**config.mk**
```make
export PLATFORM = sky130hd
export DESIGN_NAME = fetch_pc_unit
export DESIGN_NICKNAME = d
export VERILOG_FILES = /design/src/rtl/fetch_pc_unit.sv
export SDC_FILE = /design/constraint.sdc
export NUM_CORES = 1
export LEC_CHECK = 0
export ABC_AREA = 1
export CORE_MARGIN = 8
export CORE_UTILIZATION = 41
export DETAILED_ROUTE_END_ITERATION = 16
export PLACE_DENSITY_LB_ADDON = 0.3
export SLEW_MARGIN = 20
export SYNTH_ARGS = -nofsm -noshare
export SYNTH_HDL_FRONTEND = slang
export SYNTH_SLANG_ARGS = --single-unit
export TNS_END_PERCENT = 30
```
**constraint.sdc**
```tcl
create_clock -name clk -period 1.6 [get_ports clk]
set_input_delay 0.24 -clock clk [delete_from_list [all_inputs] [get_ports clk]]
set_output_delay 0.24 -clock clk [all_outputs]
set_load 0.02 [all_outputs]
```
**src/rtl/fetch_pc_unit.sv**
```systemverilog
// Instruction-fetch stage: owns the architectural PC, issues one imem request at a time,
// and hands {instruction, PC} to decode over a valid/ready handshake with redirect squashing.
module fetch_pc_unit #(
    parameter logic [31:0] RESET_PC = 32'h0000_0000
) (
    input  logic        clk,
    input  logic        rst_n,
    input  logic        redirect_valid,
    input  logic [31:0] redirect_target,
    input  logic        stall,
    output logic        imem_req_valid,
    input  logic        imem_req_ready,
    output logic [31:0] imem_req_addr,
    input  logic        imem_rsp_valid,
    input  logic [31:0] imem_rsp_data,
    output logic        inst_valid,
    input  logic        inst_ready,
    output logic [31:0] inst_data,
    output logic [31:0] inst_pc,
    output logic        misaligned_err
);

    typedef enum logic [1:0] {
        S_IDLE  = 2'd0,
        S_FETCH = 2'd1,
        S_WAIT  = 2'd2,
        S_OUT   = 2'd3
    } state_e;

    state_e      r_state;
    logic [31:0] r_pc;
    logic        r_squash;
    logic [31:0] r_inst_data;
    logic [31:0] r_inst_pc;
    logic        r_misaligned_err;

    logic        w_redirect;
    logic [31:0] w_target_pc;
    logic [31:0] w_pc_plus4;
    logic        w_req_fire;
    logic        w_target_misaligned;

    // Redirects are only honoured once the fetch loop is running.
    assign w_redirect          = redirect_valid && (r_state != S_IDLE);
    assign w_target_pc         = {redirect_target[31:2], 2'b00};
    assign w_target_misaligned = (redirect_target[1:0] != 2'b00);
    assign w_pc_plus4          = r_pc + 32'd4;
    assign w_req_fire          = imem_req_valid && imem_req_ready;

    assign imem_req_valid = (r_state == S_FETCH) && !stall;
    assign imem_req_addr  = r_pc;
    assign inst_valid     = (r_state == S_OUT);
    assign inst_data      = r_inst_data;
    assign inst_pc        = r_inst_pc;
    assign misaligned_err = r_misaligned_err;

    // NOTE: all state lives in one clocked block with non-blocking assignments, so every
    // branch reads the pre-edge values of r_pc/r_squash regardless of statement order.
    always_ff @(posedge clk or negedge rst_n) begin
        if (!rst_n) begin
            r_state          <= S_IDLE;
            r_pc             <= RESET_PC;
            r_squash         <= 1'b0;
            r_inst_data      <= 32'd0;
            r_inst_pc        <= 32'd0;
            r_misaligned_err <= 1'b0;
        end else begin
            r_misaligned_err <= w_redirect && w_target_misaligned;

            if (w_redirect) begin
                r_pc <= w_target_pc;
            end

            case (r_state)
                S_IDLE: begin
                    r_state <= S_FETCH;
                end

                S_FETCH: begin
                    // An accepted request that races a redirect must have its response dropped.
                    if (w_req_fire) begin
                        r_state  <= S_WAIT;
                        r_squash <= w_redirect;
                    end
                end

                S_WAIT: begin
                    if (imem_rsp_valid) begin
                        r_squash <= 1'b0;
                        if (w_redirect || r_squash) begin
                            r_state <= S_FETCH;
                        end else begin
                            r_inst_data <= imem_rsp_data;
                            r_inst_pc   <= r_pc;
                            r_pc        <= w_pc_plus4;
                            r_state     <= S_OUT;
                        end
                    end else if (w_redirect) begin
                        r_squash <= 1'b1;
                    end
                end

                S_OUT: begin
                    // A redirect discards an undelivered instruction; a delivered one simply retires.
                    if (w_redirect || inst_ready) begin
                        r_state <= S_FETCH;
                    end
                end

                default: begin
                    r_state <= S_IDLE;
                end
            endcase
        end
    end

endmodule

```
After elaboration in Yosys (flattened, before gate mapping)
Index checks and enable logic that the tools add are counted.
{"block": "op_classes", "bitwise_logic": 1, "muxes": 13, "eq_ne": 7, "n_addsub": 1, "reduce_logical": 14}
{"operator": "$mux W32", "n": 4}
{"operator": "$add A32 B3 Y32 const B", "n": 1}
{"operator": "$reduce_and A3 Y1", "n": 3}
{"operator": "$mux W2", "n": 4}
{"operator": "$pmux W2 S4", "n": 1}
{"operator": "$reduce_bool A2 Y1", "n": 3}
{"operator": "$eq A2 B2 Y1 const B", "n": 2}
{"operator": "$logic_and A1 B1 Y1", "n": 4}
{"operator": "$ne A2 B2 Y1 const B", "n": 2}
{"operator": "$mux W1", "n": 3}
{"operator": "$ne A3 B3 Y1 const B", "n": 1}
{"operator": "$eq A2 B1 Y1 const B", "n": 1}
{"operator": "$logic_not A2 Y1", "n": 1}
{"operator": "$logic_or A1 B1 Y1", "n": 2}
{"operator": "$ne A2 B1 Y1 const B", "n": 1}
{"operator": "$pmux W1 S2", "n": 1}
{"operator": "$logic_not A1 Y1", "n": 1}
{"operator": "$not A1 Y1", "n": 1}
{"block": "totals", "regBits": 100, "output_inout_bits": 99, "elab_cells": 42, "inputBits": 71}

Longest topological paths before layout
Gate-level depths: netlist (run 1).
{"block": "logic_depth", "ltp_word": 6, "ltp_mapped": 10, "ltp_nobuf": 10}

Least setup slack after synthesis (run 1)
Ideal clock, no wire load.
{"block": "synth_path", "kind": "register to register", "startpoint": "reg r_state[1]", "endpoint": "reg r_squash", "stages_incl_launch_ff": 10, "t_arrival_ns": 1.480, "path_slack_ns": -0.015, "period_less_slack_ns": 1.615, "n_path_buf": 0, "setup_time_ns": 0.135, "t_required_ns": 1.465, "cell_sequence": "dfrtp_1 inv_1 ha_1 inv_1 nor2_1 nand2_1 nand2_1 o21ai_0 o21ai_0 o31ai_1"}
{"block": "synth_between", "elab_chain_cells": 5, "word_cells_on_any_way": 12, "cone_classes": "eq/ne: 4; mux: 2; reduce/logical: 6"}
{"element": "start, declared", "line_no": "30", "rtl": "state_e r_state;"}
{"element": "start signal, assigned", "line_no": "61", "rtl": "r_state <= S_IDLE;"}
{"element": "start signal, assigned", "line_no": "76", "rtl": "r_state <= S_FETCH;"}
{"element": "start signal, assigned", "line_no": "82", "rtl": "r_state <= S_WAIT;"}
{"element": "$eq A2 B1 Y1", "line_no": "50", "rtl": "assign imem_req_valid = (r_state == S_FETCH) && !stall;"}
{"element": "$logic_and A1 B1 Y1", "line_no": "50"}
{"element": "via imem_req_valid", "line_no": "11", "rtl": "output logic imem_req_valid,"}
{"element": "$logic_and A1 B1 Y1", "line_no": "48", "rtl": "assign w_req_fire = imem_req_valid && imem_req_ready;"}
{"element": "$ne A2 B2 Y1 (no source line)"}
{"element": "$reduce_and A3 Y1 (no source line)"}
{"element": "end signal, assigned", "line_no": "83", "rtl": "r_squash <= w_redirect;"}
{"element": "end, declared", "line_no": "32", "rtl": "logic r_squash;"}
The timed path passes the listed nets, and every way through them passes these cells. The select of a mux whose other input is x is not followed.
A chain may end at the register's enable or synchronous reset.

Worst setup path in the final report (run 1)
{"block": "layout_path", "startpoint": "reg r_state[0]", "endpoint": "reg r_pc[27], in the netlist imem_req_addr[27]"}
{"block": "layout_between", "elab_chain_cells": 6, "word_cells_on_any_way": 8, "cone_classes": "eq/ne: 1; mux: 4; reduce/logical: 3"}
{"element": "$reduce_bool A2 Y1", "line_no": "44", "rtl": "assign w_redirect = redirect_valid && (r_state != S_IDLE);"}
{"element": "$logic_and A1 B1 Y1", "line_no": "44"}
{"element": "$mux W32 / $logic_or A1 B1 Y1 (equally long branches)", "line_no": "70, 90"}
{"element": "$mux W32", "line_no": "90", "rtl": "if (w_redirect || r_squash) begin"}
{"element": "$mux W32", "line_no": "88", "rtl": "if (imem_rsp_valid) begin"}
{"element": "$mux W32 (*)", "line_no": "74", "rtl": "case (r_state)"}
{"element": "end signal, assigned", "line_no": "71", "rtl": "r_pc <= w_target_pc;"}
{"element": "end signal, assigned", "line_no": "95", "rtl": "r_pc <= w_pc_plus4;"}
{"element": "end, declared", "line_no": "31", "rtl": "logic [31:0] r_pc;"}
Every way passes the cells marked *; elsewhere a longest branch is shown, timed or not.

==> results.md, run 1 <==
- The flow ran to the end, but the final reports show violations.
- The checks that failed: setup timing.
- The cell count after synthesis came out at 639.
- The critical path depth is 9.
- Once layout is complete, the utilization of the core stands at 64.5%.
- Once detail routing completed, the nets flagged for antenna violations numbered 0.
- In this run the tightest slew margin relative to its limit is 72.2%.
- The sum of buffers and inverters on the critical path is 3.
- The detailed-placement wirelength estimate is 11.9 mm.
- The die extent in y is 126 um.
- The weighted congestion reported at the end of routability-driven placement is 0.872.
- The average instance in the mapped netlist occupies 7.74 sq um.
- The share of Yosys cell area claimed by the top area cell type is 50.6%.
- Before CTS, the worst setup slack after placement is -0.128 ns.
- The initialized floorplan defines 40 standard-cell rows.
- The area used by sequential logic in the layout is 2500 sq um.
- At the worst endpoint, the arrival time is 1.87 ns.
- For this configuration, the core starts out at a cell density of 41.5%.
- The clock passes through at most 2 buffers.
- The number of vias per cell after detailed routing is 5.04.
- The simple-gate area share of the yosys netlist is 33.4%.
- For met2 alone, demand over resource in global routing was 32.6%.
- The source-to-sink clock delay at the later pin of the worst-skew pair is 0.35 ns.
- The top-level port count is 170.
- The final worst-path setup slack is -0.0354 ns.
- The most critical setup path has its startpoint at r_state[0].
- The layout net count is 919.
- The path class of the tightest hold or removal check is primary input to asynchronous set/reset pin.
- The number of global-route vias before repair is 4,992.
- For this run, global-route usage on met3 was measured as 6.12%.
- The post-synthesis cell type count is 34.
- Summing all multi-input logic gate instances after layout gives 2300 sq um.
- The signal on the critical path passes through inv_2 -> ha_4 -> nand2_2 -> inv_2 -> nand3_4 -> buf_12 -> or2_2 -> o21ai_1 -> nor2_1.
- The post-synth net total is 715.
- The cell with the most instances on the worst path is sky130_fd_sc_hd__inv_2.
- By area the synthesized netlist is led by sky130_fd_sc_hd__dfrtp_1 51%, sky130_fd_sc_hd__nand2_1 20%, sky130_fd_sc_hd__nor2_1 4.6%.
- For this block, the routed nets add up to 16.1 mm of wire.
- The classification of the worst setup path is flop to flop.
- The capturing point of the worst reg2reg path is imem_req_addr[27].
- In this run the static leakage power is 3.77 nW.
- The capture point of the worst path is imem_req_addr[27].
- The clock input transition at the sequential cells of the worst setup and hold paths is 0.07 ns.
- The cell count after placement is 969.
- In this run the power density over the cells is 1870 nW/um^2.
- The sum of negative setup slack is -0.157 ns.
- After layout, the worst path uses 102% of the clock period.
- The synthesized netlist devotes 0.354% of its cell area to XOR and XNOR gates.
- The first-iteration detailed-routing DRC count is 333.
- The first global-routing pass estimated 25.6 mm of wire.
- The final-report max-slew violation count was 0.
- The largest net degree at the start of global routing is 49.
- At the pin with the least slew margin, the transition time is 0.417 ns.
- Of the cells placed in the final design, the portion with a size suffix greater than 1 is 13.9%.
- The leftover overflow at the end of global routing is 0.
- For flop-to-flop paths, the worst setup slack is -0.04 ns.
- The total number of vias is 5,022.
- The floorplan step defined a core boundary enclosing 11,900 sq um.
- Counting flops and latches in the post-synthesis netlist gives 100.
- The synthesized netlist occupies a cell area of 4950 sq um.
- Leaving out fill and tap cells, the most frequent cell in the layout is sky130_fd_sc_hd__nand2_1.
- The x dimension of the die is 126 um.
- Counting I/O delays and the setup requirement, the final critical path takes 1.64 ns.
- The critical path startpoint category is a flop.
- The final instance area is 7680 sq um.
- The peak clock frequency supported by timing is 611 MHz.
- The number of sinks on the clock net is 100.
- The final worst clock skew is 0.00961 ns.
- The area of the die is 15,800 sq um.
- The number of buffers created by CTS is 9.
- The final-report hold violation count is 0.
- The layout overhead on the synthesized area is 55.4%.
- The first-pass detailed-route iteration total is 4.
- The largest family of logic cells by synthesized area is simple AND/OR/NAND/NOR gates.
- The number of cells traversed by the worst register-to-register path is 9.
- The category of the worst setup path capture point is a flop.
- The cell family contributing the most delay on the critical path is simple AND/OR/NAND/NOR gates.
- The initial antenna violation count came to 1.
- Once placement finished, the instance area stood at 7140 sq um.
- The count of port buffers added during placement is 169.
- VDD sags by at most 0.847 mV.
- Summing the areas of all compound-gate instances in the mapped netlist gives 8.68% of the synthesized area.
- Setup violations remaining at the end of the flow were counted as 6.
- The synthesized design spends more area on one cell type than any other, namely sky130_fd_sc_hd__dfrtp_1.
- The average detailed-routed wire length per instance is 16.2 um.
- For this run, design rule violations remaining after detail routing come to 0.
- STA puts the critical path data required time at 1.83 ns.
- The total of max-cap violations is 0.
- The arithmetic-cell share of the synthesized area counting full adders, half adders and majority gates is 1.26%.
- The tightest hold margin is 0.378 ns.
- The buffer cell driving the clock tree root is sky130_fd_sc_hd__clkbuf_16.
- Counting the fill cells in the layout gives 1,038.
- The Yosys step of the flow raised 0 warnings.
- The worst register-to-register path begins at r_state[0].
- Of the post-synthesis cell area, the part taken by muxes is 0%.
- The H-tree was split into 3 levels.
- The maximum fanout along the worst path is 7.
- For this design, the slowest cell found on the critical path is sky130_fd_sc_hd__dfrtp_1.
- Setup repair after global routing could not meet its margin everywhere.
- The final standard cell count with taps included and fillers excluded is 996.
- Total power for the finished layout comes to 14.4 mW.
- TritonCTS built the clock tree.
- For this run, the total global-route usage over all layers was measured as 19.7%.
- For this run, the slowest stage of the critical path takes 0.40 ns.
- The met1 track demand over resource is 23.9%.
- The peak-usage layer in the global routing report is met2.
- Of the synthesized area, sequential elements account for 50.6%.
- Leaving out fill and tap cells, the most frequent cells in the layout are 265 x sky130_fd_sc_hd__nand2_1, 123 x sky130_fd_sc_hd__clkdlybuf4s50_1, 99 x sky130_fd_sc_hd__dfrtp_1, 57 x sky130_fd_sc_hd__nor2_1.
[worst reg2reg max path, cell delays in order (launching register included)]
cell and delay, ns:
sky130_fd_sc_hd__dfrtp_1 0.40, sky130_fd_sc_hd__inv_2 0.11, sky130_fd_sc_hd__ha_4 0.15, sky130_fd_sc_hd__nand2_2 0.05, sky130_fd_sc_hd__inv_2 0.08, sky130_fd_sc_hd__nand3_4 0.11, sky130_fd_sc_hd__buf_12 0.17, sky130_fd_sc_hd__or2_2 0.26
sky130_fd_sc_hd__o21ai_1 0.13, sky130_fd_sc_hd__nor2_1 0.06
[cells in the mapped netlist (all sizes together)]
cell type	number
clkbuf	10
o21a	2
dfrtp	100
o31ai	3
nand3	32
buf	15
a22oi	1
nor3	5
a31oi	7
o21ai	32
a211oi	3
inv	44
nand3b	1
a21oi	13
xor2	2
o221ai	2
or2	4
nor4	1
o211ai	10
ha	5
nand4	5
clkinv	1
nor2	69
nand2	272
[routing by layer]
metal | vias to the layer above | wire, um
met5 | - | 12
met4 | 2 | 250
met3 | 26 | 1400
met2 | 201 | 7600
met1 | 2349 | 6880
li1 | 2444 | -
[what timing repair did]
item                                    4_1_cts  5_1_grt
gates resized for setup                      52       51
endpoints found under the setup margin       92       94
hold buffers                                  1        0
endpoints found under the hold margin        29        0
pin swaps                                     3       10
setup buffers                                 1        7
cloned                                        1        1
[report_power, final]
group,internal (mW),switching [mW],total [mW],leakage (nW)
combinational,3.30,4.24,7.54,2.40
sequential,3.69,1.08,4.77,1.24
clock,1.09,0.956,2.05,0.129
total,8.08,6.27,14.4,3.77
[area by class of cell]
class	instances	area share [%]
sequential	100	32.6
multi-input combinational	469	29.9
timing repair buffer	218	29.3
clock buffer	12	3.21
tap	147	2.39
inverter	45	2.26
clock inverter	4	0.326
antenna	1	0.0326
[kinds of logic (layout without fill, tap and decap cells)]
group                      after synthesis  in the layout
and+or+nand+nor                        389            389
buffers and inverters                   70            279
AOI/OAI and AO/OA                       73             73
xor gates and xnor gates                 2              2
DFF                                    100            100
other                                    0              1
adders and majority gates                5              5
[sequential cells by signal, summed over array words and instances (netlist names)]
signal / count
misaligned_err: 1
imem_req_addr: 32
inst_pc: 32
r_squash: 1
inst_data: 32
r_state: 2
[how the worst min path moves through the flow]
stage,startpoint,to,slack [ns],cells past startpoint
finish,rst_n,inst_data[25],0.38,2
global route,rst_n,inst_data[27],0.42,2
CTS,rst_n,inst_data[25],0.38,2
detailed placement,rst_n,inst_data[25],0.20,1
global placement,rst_n,inst_data[25],0.19,1
floorplan,rst_n,imem_req_addr[0],-0.06,0
Power figures use the tool's default switching activity.
==> inputs of run 2 (changes only) <==
--- a/config.mk
+++ b/config.mk
@@ -5,9 +5,9 @@
 export SDC_FILE = /design/constraint.sdc
 export NUM_CORES = 1
 export LEC_CHECK = 0
-export ABC_AREA = 1
+export ABC_AREA = 0
 export CORE_MARGIN = 8
-export CORE_UTILIZATION = 41
+export CORE_UTILIZATION = 40
 export DETAILED_ROUTE_END_ITERATION = 16
 export PLACE_DENSITY_LB_ADDON = 0.3
 export SLEW_MARGIN = 20
==> run 2 against run 1 <==
Effect of this change:
- the run still ends with setup timing left
- first-iteration DRC count down 25%
- via count down 22%
- die area down 6.7%
- sequential share of layout area up 1.0 points
- routed wire length down 8.5%
- global-route usage down 1.7 points
- combinational power up 1%
- worst hold slack worse by 0.016 ns
- total power down 5.9%
- clock power down 28%
- final area down 2.8%
- largest cell class unchanged
- highest routed layer is now met4
==> results.md, run 2 <==
- The sum of buffers and inverters on the critical path is 4 (+1).
- The checks that failed: setup timing.
- The leftover overflow at the end of global routing was 0 (unchanged).
- The flow ran to the end, but the final reports show violations.
- The classification of the worst-slack hold path is primary input to asynchronous set/reset pin.
- The total power per unit cell area is 1810 nW/um^2 (-3.2%).
- TritonCTS built the clock tree.
- The most common cell in the synthesized netlist is sky130_fd_sc_hd__dfrtp_1.
- The residual antenna-violating net count after detailed routing is 0 (unchanged).
- The critical path depth is 8 (-1).
- The total power draw is 13.5 mW (-5.9%).
- The ratio of cells with drive above 1 in the final layout is 30.8% (+17 points).
- Walking the worst path, the cells encountered are inv_2 -> ha_4 -> nand3b_4 -> buf_6 -> nor2_4 -> buf_12 -> clkbuf_16 -> mux2_2.
- The average cell area after synthesis came to 12.0 sq um (+56%).
- The area of the mapped netlist is 4460 sq um (-9.9%).
- The x dimension of the die came to 122 um (-3.4%).
- The required time of the critical path is 1.85 ns (+0.02 ns).
- Leaving out fill and tap cells, the most frequent cell in the layout is sky130_fd_sc_hd__clkdlybuf4s50_1.
- The final-report hold violation count is 0 (unchanged).
- The number of cells traversed by the worst register-to-register path was 8 (-1).
- The clock input transition at the sequential cells of the worst setup and hold paths is 0.09 ns (+0.02 ns).
- The post-synth net total was 446 (-38%).
- The initial antenna violation count came to 0 (-1).
- The capture point of the worst path is inst_data[29].
- The slack of the worst reg-to-reg path is -0.36 ns (-0.32 ns).
- The tightest hold margin came to 0.362 ns (-0.0159 ns).
- The die extent in y is 122 um (-3.4%).
- The final worst clock skew is 0.00631 ns (-0.00330 ns).
- The peak clock frequency supported by timing was 510 MHz (-17%).
- From synthesis to final layout, the design area changed by 67.5%.
- The arrival time at the worst endpoint is 2.21 ns (+0.34 ns).
- The final worst-path setup slack is -0.360 ns (-0.325 ns).
- The post-synthesis cell type count came to 43 (+26%).
- After synthesis, the cell types taking the most area are sky130_fd_sc_hd__dfrtp_1 56%, sky130_fd_sc_hd__mux2_2 16%, sky130_fd_sc_hd__nand2_1 3.1%.
- The first-iteration detailed-routing DRC count is 251 (-25%).
- The top-level port count is 170 (unchanged).
- The critical path startpoint category is a flop.
- The source-to-sink clock delay at the later pin of the worst-skew pair is 0.37 ns (+0.02 ns).
- The area of the die was 14,800 sq um (-6.7%).
- The count of final setup violators is 92 (+86).
- The floorplan core area is 10,800 sq um (-9.0%).
- The deepest level of the CTS H-tree was 3 (unchanged).
- The weighted congestion reported at the end of routability-driven placement is 0.811 (-6.9%).
- The number of synthesis warnings came to 0 (unchanged).
- The normalized max-slew margin was 71.0% (-1.2 points).
- The total of max-cap violations is 0 (unchanged).
- The share of the cycle needed by the critical path after routing was 123% (+20 points).
- The number of buffers created by CTS came to 9 (unchanged).
- The number of vias per cell after detailed routing came to 5.18 (+2.7%).
- The count of port buffers added during placement was 169 (unchanged).
- The total number of vias is 3,934 (-22%).
- The flip-flop and latch count after synthesis came to 100 (unchanged).
- The critical path starts at r_state[0].
- The number of sinks on the clock net is 100 (unchanged).
- The classification of the worst setup path is flop to flop.
- The worst supply voltage drop on vdd is 0.987 mV (+17%).
- The maximum fanout along the worst path is 15 (+8).
- Among all stages on the critical path, the largest delay is contributed by sky130_fd_sc_hd__dfrtp_1.
- The area used by sequential logic in the layout is 2510 sq um (+0.30%).
- The total wire length is 14.8 mm (-8.5%).
- The pre-CTS worst setup slack came to -0.465 ns (-0.337 ns).
- The combined area of the multi-input logic cells is 2170 sq um (-5.4%).
- The layout net count is 691 (-25%).
- The starting density of the core is 41.1% (-0.41 points).
- The count of unresolved DRC violations after routing came to 0 (unchanged).
- The cell taking the most area after synthesis is sky130_fd_sc_hd__dfrtp_1.
- The largest net degree at the start of global routing was 34 (-31%).
- In this run the critical register-to-register path is launched from r_state[0].
- Grouping stages by cell kind, the critical path spends the most delay in buffers and inverters.
- The async set or reset register ratio after synthesis was 100% (unchanged).
- The number of global-route vias before repair came to 3,949 (-21%).
- The count of inserted antenna diode cells is 0 (-1).
- The category of the worst setup path capture point is a flop.
- The longest individual stage delay on the worst path came to 0.40 ns (about the same).
- Setup repair after global routing could not meet its margin everywhere.
- In the layout the commonest cells are 105 x sky130_fd_sc_hd__clkdlybuf4s50_1, 93 x sky130_fd_sc_hd__dfrtp_1, 61 x sky130_fd_sc_hd__buf_4, 61 x sky130_fd_sc_hd__dlygate4sd2_1, 52 x sky130_fd_sc_hd__mux2_4.
- The cell count after placement came to 727 (-25%).
- The flip-flop cell with the highest count after synthesis is sky130_fd_sc_hd__dfrtp_1.
- The leakage power total came to 3.39 nW (-10%).
- The number of enable-type register cells in the synthesized netlist was 0 (unchanged).
- The maximum root-to-sink buffer count is 2 (unchanged).
- The first-pass detailed-route iteration total is 5 (+1).
- The final critical delay including setup and external delays is 1.96 ns (+0.325 ns).
- The capturing point of the worst reg2reg path is inst_data[29].
- The final standard cell count with taps included and fillers excluded is 760 (-24%).
- The global-route usage over all layers is 18.0% (-1.7 points).
- The commonest cells after synthesis are 100 x sky130_fd_sc_hd__dfrtp_1, 64 x sky130_fd_sc_hd__mux2_2, 37 x sky130_fd_sc_hd__nand2_1.
- The first-pass GRT wire length is 21.2 mm (-17%).
- The total number of placement rows is 38 (-5.0%).
- The final-report max-slew violation count is 0 (unchanged).
- The detailed-placement wirelength estimate is 10.2 mm (-14%).
- The count of mapped cells out of synthesis is 370 (-42%).
- The register area share after synthesis is 56.1% (+5.6 points).
- The fill cell total of the finished layout is 795 (-23%).
- The average detailed-routed wire length per instance is 19.4 um (+20%).
- The share of Yosys cell area claimed by the top area cell type is 56.1% (+5.6 points).
- The pin slew with the least headroom to its limit is 0.435 ns (+0.0180 ns).
- The tree is rooted in a sky130_fd_sc_hd__clkbuf_8.
run 2: cell type report:
class	instances	share of cell area, %
clock buffer	12	1.94
clock inverter	4	0.335
inverter	6	0.302
multi-input combinational	249	29.1
sequential	100	33.6
tap	140	2.35
timing repair buffer	249	32.3
run 2: cells by family after synthesis:
| family | synth area share (%) |
|---|---|
| flip-flops | 56.1 |
| adder cells (fa/ha/maj) | 1.40 |
| multiplexers | 16.6 |
| AO/OA/AOI/OAI | 6.74 |
| buffers and inverters | 2.02 |
| XOR/XNOR | 2.75 |
| AND/OR/NAND/NOR | 14.3 |
run 2: routing by layer:
metal	routed length, um	part of all wire, %	GRT usage [%]
met1	6170	42	20.9
met2	7090	48	31.0
met3	1220	8.3	5.32
met4	287	1.9	6.63
met5	0	0	0
run 2: report_power, final:
part / internal, mW / total [mW] / switching (mW)
Sequential: 3.68 / 4.40 / 0.715
Combinational: 3.87 / 7.63 / 3.76
Clock: 0.605 / 1.48 / 0.873
run 2: worst min path at each step:
stage / startpoint / end / slack [ns] / cells after the start
finish: rst_n / inst_data[30] / 0.36 / 2
global route: rst_n / inst_data[24] / 0.39 / 2
CTS: rst_n / inst_data[30] / 0.35 / 2
detailed placement: rst_n / inst_data[30] / 0.21 / 1
global placement: rst_n / inst_data[30] / 0.21 / 1
floorplan: rst_n / imem_req_addr[0] / -0.06 / 0
run 2: timing repair:
action	CTS	global route
hold buffers	1	0
gates resized for setup	93	64
pin swaps	8	5
cloned	0	6
buffers inserted	1	9
endpoints found under the hold margin	28	0
endpoints found under the setup margin	155	124
run 2: worst register-to-register path: stages, from the launching register on:
cell                        delay [ns]
sky130_fd_sc_hd__dfrtp_1          0.40
sky130_fd_sc_hd__inv_2            0.12
sky130_fd_sc_hd__ha_4             0.18
sky130_fd_sc_hd__nand3b_4         0.10
sky130_fd_sc_hd__buf_6            0.14
sky130_fd_sc_hd__nor2_4           0.21
sky130_fd_sc_hd__buf_12           0.15
sky130_fd_sc_hd__clkbuf_16        0.19
sky130_fd_sc_hd__mux2_2           0.35
run 2: through the flow:
step           util, %  area [sq um]  TNS [ns]
3_3_place_gp      62.9          6820    -31.64
6_report          68.9          7470    -22.53
2_1_floorplan        -          4540     -7.81
5_1_grt           68.9          7470    -29.04
4_1_cts           64.5          6990    -17.15
3_5_place_dp      62.9          6820    -36.41
==> inputs of run 3 (changes only) <==
--- a/config.mk
+++ b/config.mk
@@ -6,6 +6,7 @@
 export NUM_CORES = 1
 export LEC_CHECK = 0
 export ABC_AREA = 0
+export CORE_ASPECT_RATIO = 2
 export CORE_MARGIN = 8
 export CORE_UTILIZATION = 40
 export DETAILED_ROUTE_END_ITERATION = 16
==> run 3 against run 2 <==
Effect of this change:
- final area is 1.6% higher
- final cell count is 0.13% lower
- routed wire length is 2.3% higher
- the flow still finishes with violations (setup timing)
- sequential power hardly changed
- via count is 0.69% higher
- clock power is 51% higher
- critical endpoint is now imem_req_addr[14]
- critical path depth is 1 higher
- clock skew is 0.0020 ns higher
- highest routed layer unchanged
==> results.md, run 3 (synthesis results as in run 2) <==
- The number of vias per cell after detailed routing was 5.22 (+0.82%).
- After global routing, the most crowded layer is met2.
- The flow ran to the end, but the final reports show violations.
- The worst supply voltage drop on vdd was 0.945 mV (-4.2%).
- The pin slew with the least headroom to its limit is 0.326 ns (-0.109 ns).
- The count of port buffers added during placement is 169 (unchanged).
- The floorplan core area came to 10,900 sq um (+0.35%).
- The normalized max-slew margin is 78.3% (+7.3 points).
- The average detailed-routed wire length per instance is 19.9 um (+2.4%).
- The buffer cell driving the clock tree root is sky130_fd_sc_hd__clkbuf_16.
- The detailed-placement wirelength estimate is 10.8 mm (+5.8%).
- The first-iteration detailed-routing DRC count was 201 (-20%).
- The area growth from synthesis to layout is 70.2%.
- The worst setup path is launched from a flop.
- The routing usage on met3 is 5.16% (-0.16 points).
- The deepest level of the CTS H-tree is 3 (unchanged).
- The total wire length is 15.1 mm (+2.3%).
- The maximum fanout along the worst path is 4 (-11).
- The global-route met2 utilization is 37.9% (+6.9 points).
- The count of final setup violators came to 91 (-1.1%).
- The required time of the critical path is 1.80 ns (-0.05 ns).
- The leftover overflow at the end of global routing came to 0 (unchanged).
- The count of inserted antenna diode cells is 0 (unchanged).
- The first-pass detailed-route iteration total is 4 (-1).
- Leaving out fill and tap cells, the most frequent cells in the layout are 121 x sky130_fd_sc_hd__clkdlybuf4s50_1, 93 x sky130_fd_sc_hd__dfrtp_1, 60 x sky130_fd_sc_hd__mux2_2, 54 x sky130_fd_sc_hd__buf_4, 36 x sky130_fd_sc_hd__nand2_1.
- The final-report hold violation count is 0 (unchanged).
- The weighted congestion reported at the end of routability-driven placement came to 0.851 (+4.9%).
- The total power per unit cell area is 1880 nW/um^2 (+3.9%).
- The clock input transition at the sequential cells of the worst setup and hold paths was 0.07 ns (-0.02 ns).
- The longest individual stage delay on the worst path was 0.40 ns (about the same).
- The library cell used most frequently in the layout, excluding fill and tap cells, is sky130_fd_sc_hd__clkdlybuf4s50_1.
- The source-to-sink clock delay at the later pin of the worst-skew pair is 0.34 ns (-0.03 ns).
- Setup repair after global routing could not meet its margin everywhere.
- The number of sinks on the clock net is 100 (unchanged).
- The met1 track demand over resource came to 18.5% (-2.4 points).
- The total number of placement rows came to 54 (+42%).
- The arrival time at the worst endpoint came to 2.10 ns (-0.11 ns).
- On the critical path, the stage with the largest delay is an instance of sky130_fd_sc_hd__dfrtp_1.
- The total power draw is 14.3 mW (+5.6%).
- The signal on the critical path passes through inv_2 -> ha_4 -> nand3b_4 -> nor4_4 -> buf_4 -> nand2_4 -> buf_6 -> o211ai_1 -> o311ai_1.
- The final critical delay including setup and external delays is 1.90 ns (-0.0644 ns).
- The final reports fail on setup timing.
- The die extent in y is 165 um (+36%).
- The share of the cycle needed by the critical path after routing is 118% (-4.0 points).
- The kind of cell with the highest combined delay along the critical path is simple AND/OR/NAND/NOR gates.
- The share of the core filled with cells came to 69.7% (+0.86 points).
- The number of global-route vias before repair is 4,335 (+9.8%).
- The slack of the worst reg-to-reg path is -0.30 ns (+0.06 ns).
- The final worst-path setup slack came to -0.296 ns (+0.0644 ns).
- The top-level port count is 170 (unchanged).
- The area of the die was 15,000 sq um (+1.4%).
- The residual antenna-violating net count after detailed routing is 0 (unchanged).
- The global-route usage over all layers is 19.5% (+1.5 points).
- TritonCTS built the clock tree.
- The largest net degree at the start of global routing came to 52 (+53%).
- The classification of the worst setup path is flop to flop.
- In this run the worst hold path is classified as primary input to asynchronous set/reset pin.
- The peak clock frequency supported by timing is 528 MHz (+3.4%).
- The tightest hold margin came to 0.337 ns (-0.0259 ns).
- The ratio of cells with drive above 1 in the final layout was 31.0% (+0.21 points).
- The category of the worst setup path capture point is a flop.
- The total number of vias is 3,961 (+0.69%).
- The maximum root-to-sink buffer count is 2 (unchanged).
- The x dimension of the die came to 90.6 um (-25%).
- The final-report max-slew violation count is 0 (unchanged).
- The first-pass GRT wire length is 23.0 mm (+8.7%).
- The initial antenna violation count is 0 (unchanged).
- The total of max-cap violations is 0 (unchanged).
- The pre-CTS worst setup slack was -0.481 ns (-0.0165 ns).
- The layout net count came to 690 (-0.14%).
- The sum of buffers and inverters on the critical path is 3 (-1).
- The count of unresolved DRC violations after routing came to 0 (unchanged).
- The number of buffers created by CTS is 9 (unchanged).
- The starting density of the core is 41.0% (-0.14 points).
- The leakage power total is 3.47 nW (+2.4%).
- The final worst clock skew is 0.00834 ns (+0.00203 ns).
==> run 3: layer usage <==
layer,part of all wire (%),routed length [um]
met2,57,8630
met3,5.4,822
met1,35,5280
met5,0,0
met4,2.5,374
==> run 3: worst paths after layout <==
path | start | to | cells past startpoint
min in group clk | redirect_target[20] | imem_req_addr[20] | 3
max reg2reg | r_state[0] | imem_req_addr[14] | 9
min | rst_n | imem_req_addr[17] | 2
max | r_state[0] | imem_req_addr[14] | 9
min reg2reg | inst_pc[20] | inst_pc[20] | 1
max in group asynchronous | rst_n | imem_req_addr[7] | 3
==> run 3: timing repair <==
item,CTS,global route
setup buffers,6,5
pin swaps,14,4
resized for setup,70,35
hold buffers,1,0
endpoints found under the setup margin,126,113
hold endpoints to repair,19,0
cloned,4,3
==> run 3: power by group <==
| part | internal (mW) | switching, mW | total [mW] |
|---|---|---|---|
| Sequential | 3.69 | 0.696 | 4.39 |
| Clock | 1.27 | 0.971 | 2.24 |
| Combinational | 3.82 | 3.80 | 7.63 |
==> run 3: worst reg2reg max path, stage by stage, from the launching register on <==
cell                       delay [ns]
sky130_fd_sc_hd__dfrtp_1         0.40
sky130_fd_sc_hd__inv_2           0.08
sky130_fd_sc_hd__ha_4            0.17
sky130_fd_sc_hd__nand3b_4        0.10
sky130_fd_sc_hd__nor4_4          0.34
sky130_fd_sc_hd__buf_4           0.18
sky130_fd_sc_hd__nand2_4         0.06
sky130_fd_sc_hd__buf_6           0.12
sky130_fd_sc_hd__o211ai_1        0.17
sky130_fd_sc_hd__o311ai_1        0.14
==> run 3: stage by stage <==
stage	instances	setup TNS (ns)	area, sq um
2_1_floorplan	370	-7.81	4540
3_3_place_gp	724	-36.46	6810
3_5_place_dp	724	-38.97	6810
4_1_cts	751	-16.95	7350
5_1_grt	759	-25.49	7590
6_report	759	-20.43	7590
==> run 3: final cells by class <==
class | instances | area (sq um)
fillers | 820 | 3290
inverters | 6 | 25.0
repair buffers | 248 | 2560
flip-flops and latches | 100 | 2510
clock inverters | 6 | 71.3
well taps | 140 | 175
multi-input cells | 249 | 2000
clock buffers | 10 | 239
